==> src/rtl/riscv_load_wb_queue.sv <==
// riscv_load_wb_queue
// In-order load write-back queue feeding register-file write port B.
// Each issued load records {rd, size, sext, off}. Responses return in order,
// are aligned and extended using the head entry, and are written back one
// cycle after the response. hazard_o flags reads of registers with a load
// still in flight, or with a write-back that has not committed yet.
//
// Ports:
//   clk, rst            clock, synchronous active-high reset
//   issue_*_i / _o      load issue handshake and format fields
//   rsp_valid_i/rdata_i memory response (in order)
//   raddr_{a,b,c}_i     register-file read addresses checked for hazards
//   hazard_o            combinational RAW hazard flag
//   we_b_o/waddr_b_o/wdata_b_o  register-file port B write
//   rsp_err_o           sticky: response arrived while queue was empty
//   pending_o           number of outstanding loads
//
// Optional build macro RISCV_LOAD_WBQ_PERF_EN adds hazard_cycles_o, a
// saturating count of cycles with hazard_o asserted.

module riscv_load_wb_queue #(
  parameter int ADDR_WIDTH = 6,
  parameter int DATA_WIDTH = 32,
  parameter int DEPTH      = 4
) (
  input  logic                         clk,
  input  logic                         rst,
  input  logic                         issue_valid_i,
  output logic                         issue_ready_o,
  input  logic [ADDR_WIDTH-1:0]        issue_rd_i,
  input  logic [1:0]                   issue_size_i,
  input  logic                         issue_sext_i,
  input  logic [1:0]                   issue_off_i,
  input  logic                         rsp_valid_i,
  input  logic [DATA_WIDTH-1:0]        rsp_rdata_i,
  input  logic [ADDR_WIDTH-1:0]        raddr_a_i,
  input  logic [ADDR_WIDTH-1:0]        raddr_b_i,
  input  logic [ADDR_WIDTH-1:0]        raddr_c_i,
  output logic                         hazard_o,
  output logic                         we_b_o,
  output logic [ADDR_WIDTH-1:0]        waddr_b_o,
  output logic [DATA_WIDTH-1:0]        wdata_b_o,
  output logic                         rsp_err_o,
  output logic [$clog2(DEPTH):0]       pending_o
`ifdef RISCV_LOAD_WBQ_PERF_EN
  ,
  output logic [31:0]                  hazard_cycles_o
`endif
);

  localparam int PTR_W = $clog2(DEPTH);
  localparam int CNT_W = PTR_W + 1;

  // Entry storage (data only, no reset needed)
  logic [ADDR_WIDTH-1:0] rd_mem   [DEPTH];
  logic [1:0]            size_mem [DEPTH];
  logic                  sext_mem [DEPTH];
  logic [1:0]            off_mem  [DEPTH];

  logic [PTR_W-1:0]      wptr_q, wptr_d;
  logic [PTR_W-1:0]      rptr_q, rptr_d;
  logic [CNT_W-1:0]      count_q, count_d;
  logic                  we_q, we_d;
  logic [ADDR_WIDTH-1:0] waddr_q, waddr_d;
  logic [DATA_WIDTH-1:0] wdata_q, wdata_d;
  logic                  err_q, err_d;

  logic push, pop;

  // Align the raw word by the byte offset, then pick and extend the field.
  function automatic logic [DATA_WIDTH-1:0] fmt_load(
    input logic [DATA_WIDTH-1:0] raw,
    input logic [1:0]            size,
    input logic                  sext,
    input logic [1:0]            off
  );
    logic [DATA_WIDTH-1:0] sh;
    sh = raw >> {off, 3'b000};
    case (size)
      2'b00:   fmt_load = {{(DATA_WIDTH-8){sext & sh[7]}}, sh[7:0]};
      2'b01:   fmt_load = {{(DATA_WIDTH-16){sext & sh[15]}}, sh[15:0]};
      default: fmt_load = sh;  // word; size 11 behaves as word
    endcase
  endfunction

  // x0 never creates a hazard, so a zero read address never matches.
  function automatic logic addr_hit(
    input logic [ADDR_WIDTH-1:0] rd,
    input logic [ADDR_WIDTH-1:0] raddr
  );
    addr_hit = (raddr != '0) && (rd == raddr);
  endfunction

  assign issue_ready_o = (count_q < CNT_W'(DEPTH));
  assign push          = issue_valid_i && issue_ready_o;
  assign pop           = rsp_valid_i && (count_q != '0);

  always_comb begin
    wptr_d  = wptr_q;
    rptr_d  = rptr_q;
    count_d = count_q;
    we_d    = 1'b0;
    waddr_d = waddr_q;
    wdata_d = wdata_q;
    err_d   = err_q;
    if (push) wptr_d = wptr_q + 1'b1;
    if (pop) begin
      rptr_d  = rptr_q + 1'b1;
      we_d    = 1'b1;
      waddr_d = rd_mem[rptr_q];
      wdata_d = fmt_load(rsp_rdata_i, size_mem[rptr_q], sext_mem[rptr_q], off_mem[rptr_q]);
    end
    if (rsp_valid_i && (count_q == '0)) err_d = 1'b1;
    case ({push, pop})
      2'b10:   count_d = count_q + 1'b1;
      2'b01:   count_d = count_q - 1'b1;
      default: count_d = count_q;
    endcase
  end

  always_ff @(posedge clk) begin
    if (rst) begin
      wptr_q  <= '0;
      rptr_q  <= '0;
      count_q <= '0;
      we_q    <= 1'b0;
      waddr_q <= '0;
      wdata_q <= '0;
      err_q   <= 1'b0;
    end else begin
      wptr_q  <= wptr_d;
      rptr_q  <= rptr_d;
      count_q <= count_d;
      we_q    <= we_d;
      waddr_q <= waddr_d;
      wdata_q <= wdata_d;
      err_q   <= err_d;
    end
  end

  always_ff @(posedge clk) begin
    if (push) begin
      rd_mem[wptr_q]   <= issue_rd_i;
      size_mem[wptr_q] <= issue_size_i;
      sext_mem[wptr_q] <= issue_sext_i;
      off_mem[wptr_q]  <= issue_off_i;
    end
  end

  // Hazard: any entry from rptr upward for count slots is in flight; the
  // registered write-back is also checked since it commits at the next edge.
  always_comb begin
    logic [PTR_W-1:0] idx;
    hazard_o = 1'b0;
    idx      = '0;
    for (int i = 0; i < DEPTH; i++) begin
      idx = rptr_q + PTR_W'(i);
      if (CNT_W'(i) < count_q) begin
        if (addr_hit(rd_mem[idx], raddr_a_i) ||
            addr_hit(rd_mem[idx], raddr_b_i) ||
            addr_hit(rd_mem[idx], raddr_c_i))
          hazard_o = 1'b1;
      end
    end
    if (we_q && (addr_hit(waddr_q, raddr_a_i) ||
                 addr_hit(waddr_q, raddr_b_i) ||
                 addr_hit(waddr_q, raddr_c_i)))
      hazard_o = 1'b1;
  end

  assign we_b_o    = we_q;
  assign waddr_b_o = waddr_q;
  assign wdata_b_o = wdata_q;
  assign rsp_err_o = err_q;
  assign pending_o = count_q;

`ifdef RISCV_LOAD_WBQ_PERF_EN
  logic [31:0] hcyc_q, hcyc_d;

  always_comb begin
    hcyc_d = hcyc_q;
    if (hazard_o && (hcyc_q != 32'hFFFF_FFFF)) hcyc_d = hcyc_q + 32'd1;
  end

  always_ff @(posedge clk) begin
    if (rst) hcyc_q <= '0;
    else     hcyc_q <= hcyc_d;
  end

  assign hazard_cycles_o = hcyc_q;
`endif

endmodule

==> config.mk <==
export PLATFORM = sky130hd
export DESIGN_NAME = riscv_load_wb_queue
export DESIGN_NICKNAME = d
export VERILOG_FILES = /design/src/rtl/riscv_load_wb_queue.sv
export SDC_FILE = /design/constraint.sdc
export NUM_CORES = 1
export LEC_CHECK = 0
export CAP_MARGIN = 25
export CORE_MARGIN = 10
export CORE_UTILIZATION = 60
export CTS_CLUSTER_SIZE = 24
export DETAILED_ROUTE_END_ITERATION = 10
export DONT_BUFFER_PORTS = 1
export GPL_TIMING_DRIVEN = 1
export PLACE_DENSITY = 0.78
export SYNTH_ARGS = -nofsm -noshare
export SYNTH_HDL_FRONTEND = slang
export SYNTH_SLANG_ARGS = --single-unit
export TNS_END_PERCENT = 10
==> constraint.sdc <==
create_clock -name clk -period 2.65 [get_ports clk]
set_input_delay 0.1325 -clock clk [delete_from_list [all_inputs] [get_ports clk]]
set_output_delay 0.1325 -clock clk [all_outputs]
set_load 0.02 [all_outputs]
== Word level (Yosys, flattened, before mapping) ==
Memory sizes are Yosys's and may differ from the RTL's. A register that Yosys moved wholly into a read port is not among the register bits.
Index checks and enable logic that the tools add are counted.

* Add/sub/neg operators: 6
* $lt $le $gt $ge: 5
* Equal/unequal tests: 18
* Shift-type cells: 1
* Mux-type cells: 22
* Bitwise logic cells: 2
* Reductions and logical operators: 36

{| class="wikitable"
|+ Operators by type and width
! cell !! count
|-
| $eq A6 B6 Y1 || 15
|-
| $pmux W32 S2 || 1
|-
| $shr A32 B5 Y32 || 1
|-
| $logic_and A1 B1 Y1 || 19
|-
| $reduce_bool A6 Y1 || 3
|-
| $mux W2 || 8
|-
| $mux W1 || 12
|-
| $logic_or A1 B1 Y1 || 10
|-
| $lt A1 B3 Y1 const A || 2
|-
| $lt A2 B3 Y1 const A || 2
|-
| $pmux W3 S2 || 1
|-
| $add A2 B1 Y2 const B || 2
|-
| $add A2 B2 Y2 const B || 2
|-
| $eq A2 B1 Y1 const B || 2
|-
| $add A3 B1 Y3 const B || 1
|-
| $logic_not A3 Y1 || 1
|-
| $lt A3 B3 Y1 const B || 1
|-
| $reduce_bool A3 Y1 || 1
|-
| $sub A3 B1 Y3 const B || 1
|-
| $and A1 B1 Y1 || 2
|-
| $eq A2 B2 Y1 const B || 1
|-
| $logic_not A2 Y1 || 1
|-
| $reduce_bool A2 Y1 || 1
|}

* Flip-flop bits (word level): 47
* Bits in writable memories: 44
* Input bits: 65
* Output and inout bits: 45
* Logic and storage cells: 101
* Memories kept: 4

{| class="wikitable"
|+ Memory list
! memory !! depth !! bits a word !! rd ports !! clocked after Yosys merged registers in !! write ports !! line !! text
|-
| rd_mem || 4 || 6 || 4 || 1 || 1 || 55 || <nowiki>logic [ADDR_WIDTH-1:0] rd_mem [DEPTH];</nowiki>
|-
| off_mem || 4 || 2 || 1 || 1 || 1 || 58 || <nowiki>logic [1:0] off_mem [DEPTH];</nowiki>
|-
| size_mem || 4 || 2 || 1 || 1 || 1 || 56 || <nowiki>logic [1:0] size_mem [DEPTH];</nowiki>
|-
| sext_mem || 4 || 1 || 1 || 1 || 1 || 57 || <nowiki>logic sext_mem [DEPTH];</nowiki>
|}

== Depth between registers and ports, before layout ==
* Depth in word-level cells: 13
* Mapped depth: 10
* Gate-level depth less buffers: 9

== Least setup slack after synthesis ==
Ideal clock, no wire load.

* Kind: flip-flop to output port
* Start point: register with a tool-made name
* End point: output hazard_o
* Data arrival time: 2.491 ns
* Data required time: 2.518 ns
* Path slack: 0.026 ns
* Stages on the path, launching flop included: 9
* Buffers on the path: 1
* Path through: dfxtp_1 -> buf_6 -> mux4_2 -> a311oi_1 -> a21oi_1 -> a2111oi_0 -> or3_1 -> a211oi_1 -> o31ai_1

{| class="wikitable"
|+ RTL lines
! what !! line !! text
|-
| end, declared || 39 || <nowiki>output logic hazard_o,</nowiki>
|}

==> metrics.txt <==
Worst setup endpoint hazard_o; Max Fanout on Critical Path 5; post-synthesis compound-gate area fraction roughly 11%; final total power 6340 µW; multiplexer fraction of the synthesized cell area 17.9%; count of flip-flops with a built-in enable after synthesis 44; kind of critical path reg2out; Synth Flop Type dfxtp_1; worst hold path cell count 4; layout-stage area growth over the synthesis result 14.1%; Net count, final 658; Remaining Overflow, GRT 0; final hold viol count 0; net count after synthesis ~640; Initial Utilization a little over three fifths; layout cells sized above 1 20.2%; port buffer count 0; XOR/XNOR share of the synthesized area a little over an eighth; routability cong. 0.972; required time reported for the critical path endpoint 2.52 ns; Chip Height 119 µm; Worst-Skew Late Latency 0.37 ns; Residual DRC 0; number of global-route vias before repair ~4500; Worst setup SP type flip-flop; Clock Tree Root clkbuf_8; violated checks setup timing; register-to-register setup slack about 0.27 ns; leakage component of the power 0.00229 µW; Post-Synthesis Mean Instance Area roughly 10 µm²; setup TNS after final layout -0.276 ns; CTS tree yes; MaxCap Viol Count 0; Total Routed Length roughly 16 mm; Via-to-Cell Ratio between 6 and 7; antenna cells 0; Clock Sink Count a little over 90; final critical-path required period slightly below 3 ns; FF-to-FF End wdata_b_o[23]; class of the tightest hold or removal check in2reg; outcome complete, but fails checks; Iter 0 DRT Violations 413; Synth Instances 563; signal arrival time at the worst endpoint 2.79 ns; depth of the worst register-to-register path 10; overall global routing resource usage a little over a fifth; pin count of the biggest net entering global routing 49; Worst-path clk slew around 0.1 ns; worst slew pin tran 0.588 ns; start point of the critical path rd_mem[2][5]; CTS max path bufs 2; wire length of the first global-routing pass 24.5 mm; VDD IR-drop max 0.000465 V; number of cell rows 35; number of unique standard cell types used by synthesis 47; number of top-level pins 110; post-synthesis share of cell area spent on full adders, half adders and majority gates under 10%; share of the clock period used by the worst path after layout 110%; combinational family with the most area after synthesis multiplexers; fraction of registers with async set/reset 0%; initial antenna violation count 0; headroom to the max-slew limit 60.8%; Achievable Freq 0.342 GHz; maximum level of the CTS H-tree 3; clock buffer count from CTS 9; area share of and/or/nand/nor cells after synthesis approximately an eighth; yosys warns 0; power density of the placed cells 955 nW/µm²; smallest setup slack after layout -0.276 ns; Avg WL per Cell 21.7 µm; unrepaired setup endpoints after global routing true; die extent in x 119 µm; number of failing setup endpoints in the final timing report 1; Max Slew Vio Count 0; flip-flop and latch count after synthesis slightly above 90; worst-case clock skew 0.0227 ns; CP Capture Type primary output; final HPWL from detailed placement 11.5 mm; standard cell core area 9330 µm²; portion of the post-synthesis area used by sequential elements 39.5%; Cell Area, Synth 5820 µm²; via total after detailed routing 4523; count of TritonRoute iterations in the first routing pass 5; number of antenna-violating nets in the routed design 0; die area 14000 µm²
-- power by group --
part	switching, µW	internal, µW
logic	1610	1400
clock network	553	478
registers	488	1820
-- worst min-delay path by stage --
stage / from / to / slack (ns)
after detailed placement: rst / wdata_b_o[0] / 0.21
after CTS: rsp_rdata_i[22] / wdata_b_o[14] / 0.03
after floorplan: issue_off_i[0] / off_mem[0][0] / 0.23
final: rsp_rdata_i[18] / wdata_b_o[10] / 0.04
after global routing: rsp_rdata_i[18] / wdata_b_o[10] / 0.05
after global placement: rst / waddr_b_o[1] / 0.21
-- logic make-up after synthesis --
group / after synthesis
compound gates: 91
buf+inv: 57
fa+ha+maj: 9
xor+xnor: 89
flops: 93
simple gates: 157
mux: 67
-- placed cells by master (no fill, tap or decap), drive strengths merged, types with 11 or more instances in the layout --
cell type     n
a211oi       32
buf          39
clkbuf       12
nand2        71
mux2i        23
xor2         42
nor4         11
dlygate4sd3  20
edfxtp       44
dfxtp        49
a21oi        26
mux2         18
mux4         26
nor2         40
xnor2        47
-- Yosys cell counts (2+ instances only) --
cell | count | area, µm²
buf_2 | 11 | 55.1
mux4_1 | 6 | 158
nand3_1 | 4 | 20.0
nor2_1 | 40 | 150
clkbuf_1 | 26 | 97.6
nor4_1 | 11 | 68.8
edfxtp_1 | 44 | 1320
or4_1 | 2 | 15.0
a21o_1 | 2 | 15.0
mux2_2 | 17 | 191
o31ai_1 | 2 | 15.0
dfxtp_1 | 49 | 981
a21oi_1 | 26 | 130
inv_1 | 7 | 26.3
clkbuf_2 | 2 | 10.0
buf_6 | 3 | 33.8
a31oi_1 | 2 | 12.5
and2_1 | 4 | 25.0
xor2_1 | 42 | 368
a311oi_1 | 3 | 26.3
nor3_1 | 5 | 25.0
or3_1 | 2 | 12.5
buf_4 | 2 | 15.0
mux4_2 | 20 | 450
o211ai_1 | 7 | 52.6
xnor2_1 | 47 | 412
buf_1 | 5 | 18.8
mux2i_1 | 23 | 230
ha_1 | 9 | 113
nor2b_1 | 5 | 31.3
o21ai_0 | 9 | 45.0
nand4_1 | 10 | 62.6
a211oi_1 | 32 | 240
nand2_1 | 71 | 267
-- critical path, cell delays in order (launching register included) --
cell	delay, ns
edfxtp_1	0.49
mux4_2	0.51
buf_4	0.18
a21oi_1	0.25
a2111oi_4	0.06
or3_4	0.42
a311oi_2	0.23
o31ai_2	0.13
buf_4	0.17
-- layer usage --
layer | routed length [µm] | GRT usage (%) | part of all wire [%]
met3 | 1560 | 6.24 | 10
met5 | 0 | 0 | 0
met4 | 416 | 7.40 | 2.7
met2 | 7370 | 34.1 | 47
met1 | 6250 | 27.3 | 40
-- state kept, by name (all words and copies together) (netlist names), named ones only --
name	count
off_mem	8
pending_o	3
rd_mem	24
rptr_q	2
rsp_err_o	1
sext_mem	4
size_mem	8
waddr_b_o	6
wdata_b_o	32
we_b_o	1
wptr_q	2
-- final cells by class --
| type | instances | area [µm²] |
|---|---|---|
| sequential | 93 | 2310 |
| tap | 129 | 161 |
| clock buffer | 12 | 178 |
| timing repair buffer | 59 | 556 |
| multi-input combinational | 413 | 3360 |
| fill | 690 | 2680 |
| inverter | 8 | 31.3 |
| clock inverter | 4 | 45.0 |
-- repair_timing --
action	4_1_cts	5_1_grt
pin swaps	2	2
resized for setup	11	16
setup endpoints to repair	1	1
endpoints found under the hold margin	93	0
cloned	0	0
hold buffers	21	0
buffers inserted	7	1
-- stage by stage --
stage | setup slack, ns | hold WS [ns] | util [%] | cells | cell area, µm²
3_3_place_gp | 0.00312 | 0.210 | 64.5 | 673 | 6020
3_5_place_dp | -0.0728 | 0.209 | 64.5 | 673 | 6020
2_1_floorplan | 0.0263 | 0.231 | - | 563 | 5820
5_1_grt | -0.373 | 0.0523 | 71.2 | 718 | 6640
6_report | -0.276 | 0.0419 | 71.2 | 718 | 6640
4_1_cts | -0.244 | 0.0295 | 70.2 | 717 | 6550
Power figures use the tool's default switching activity.
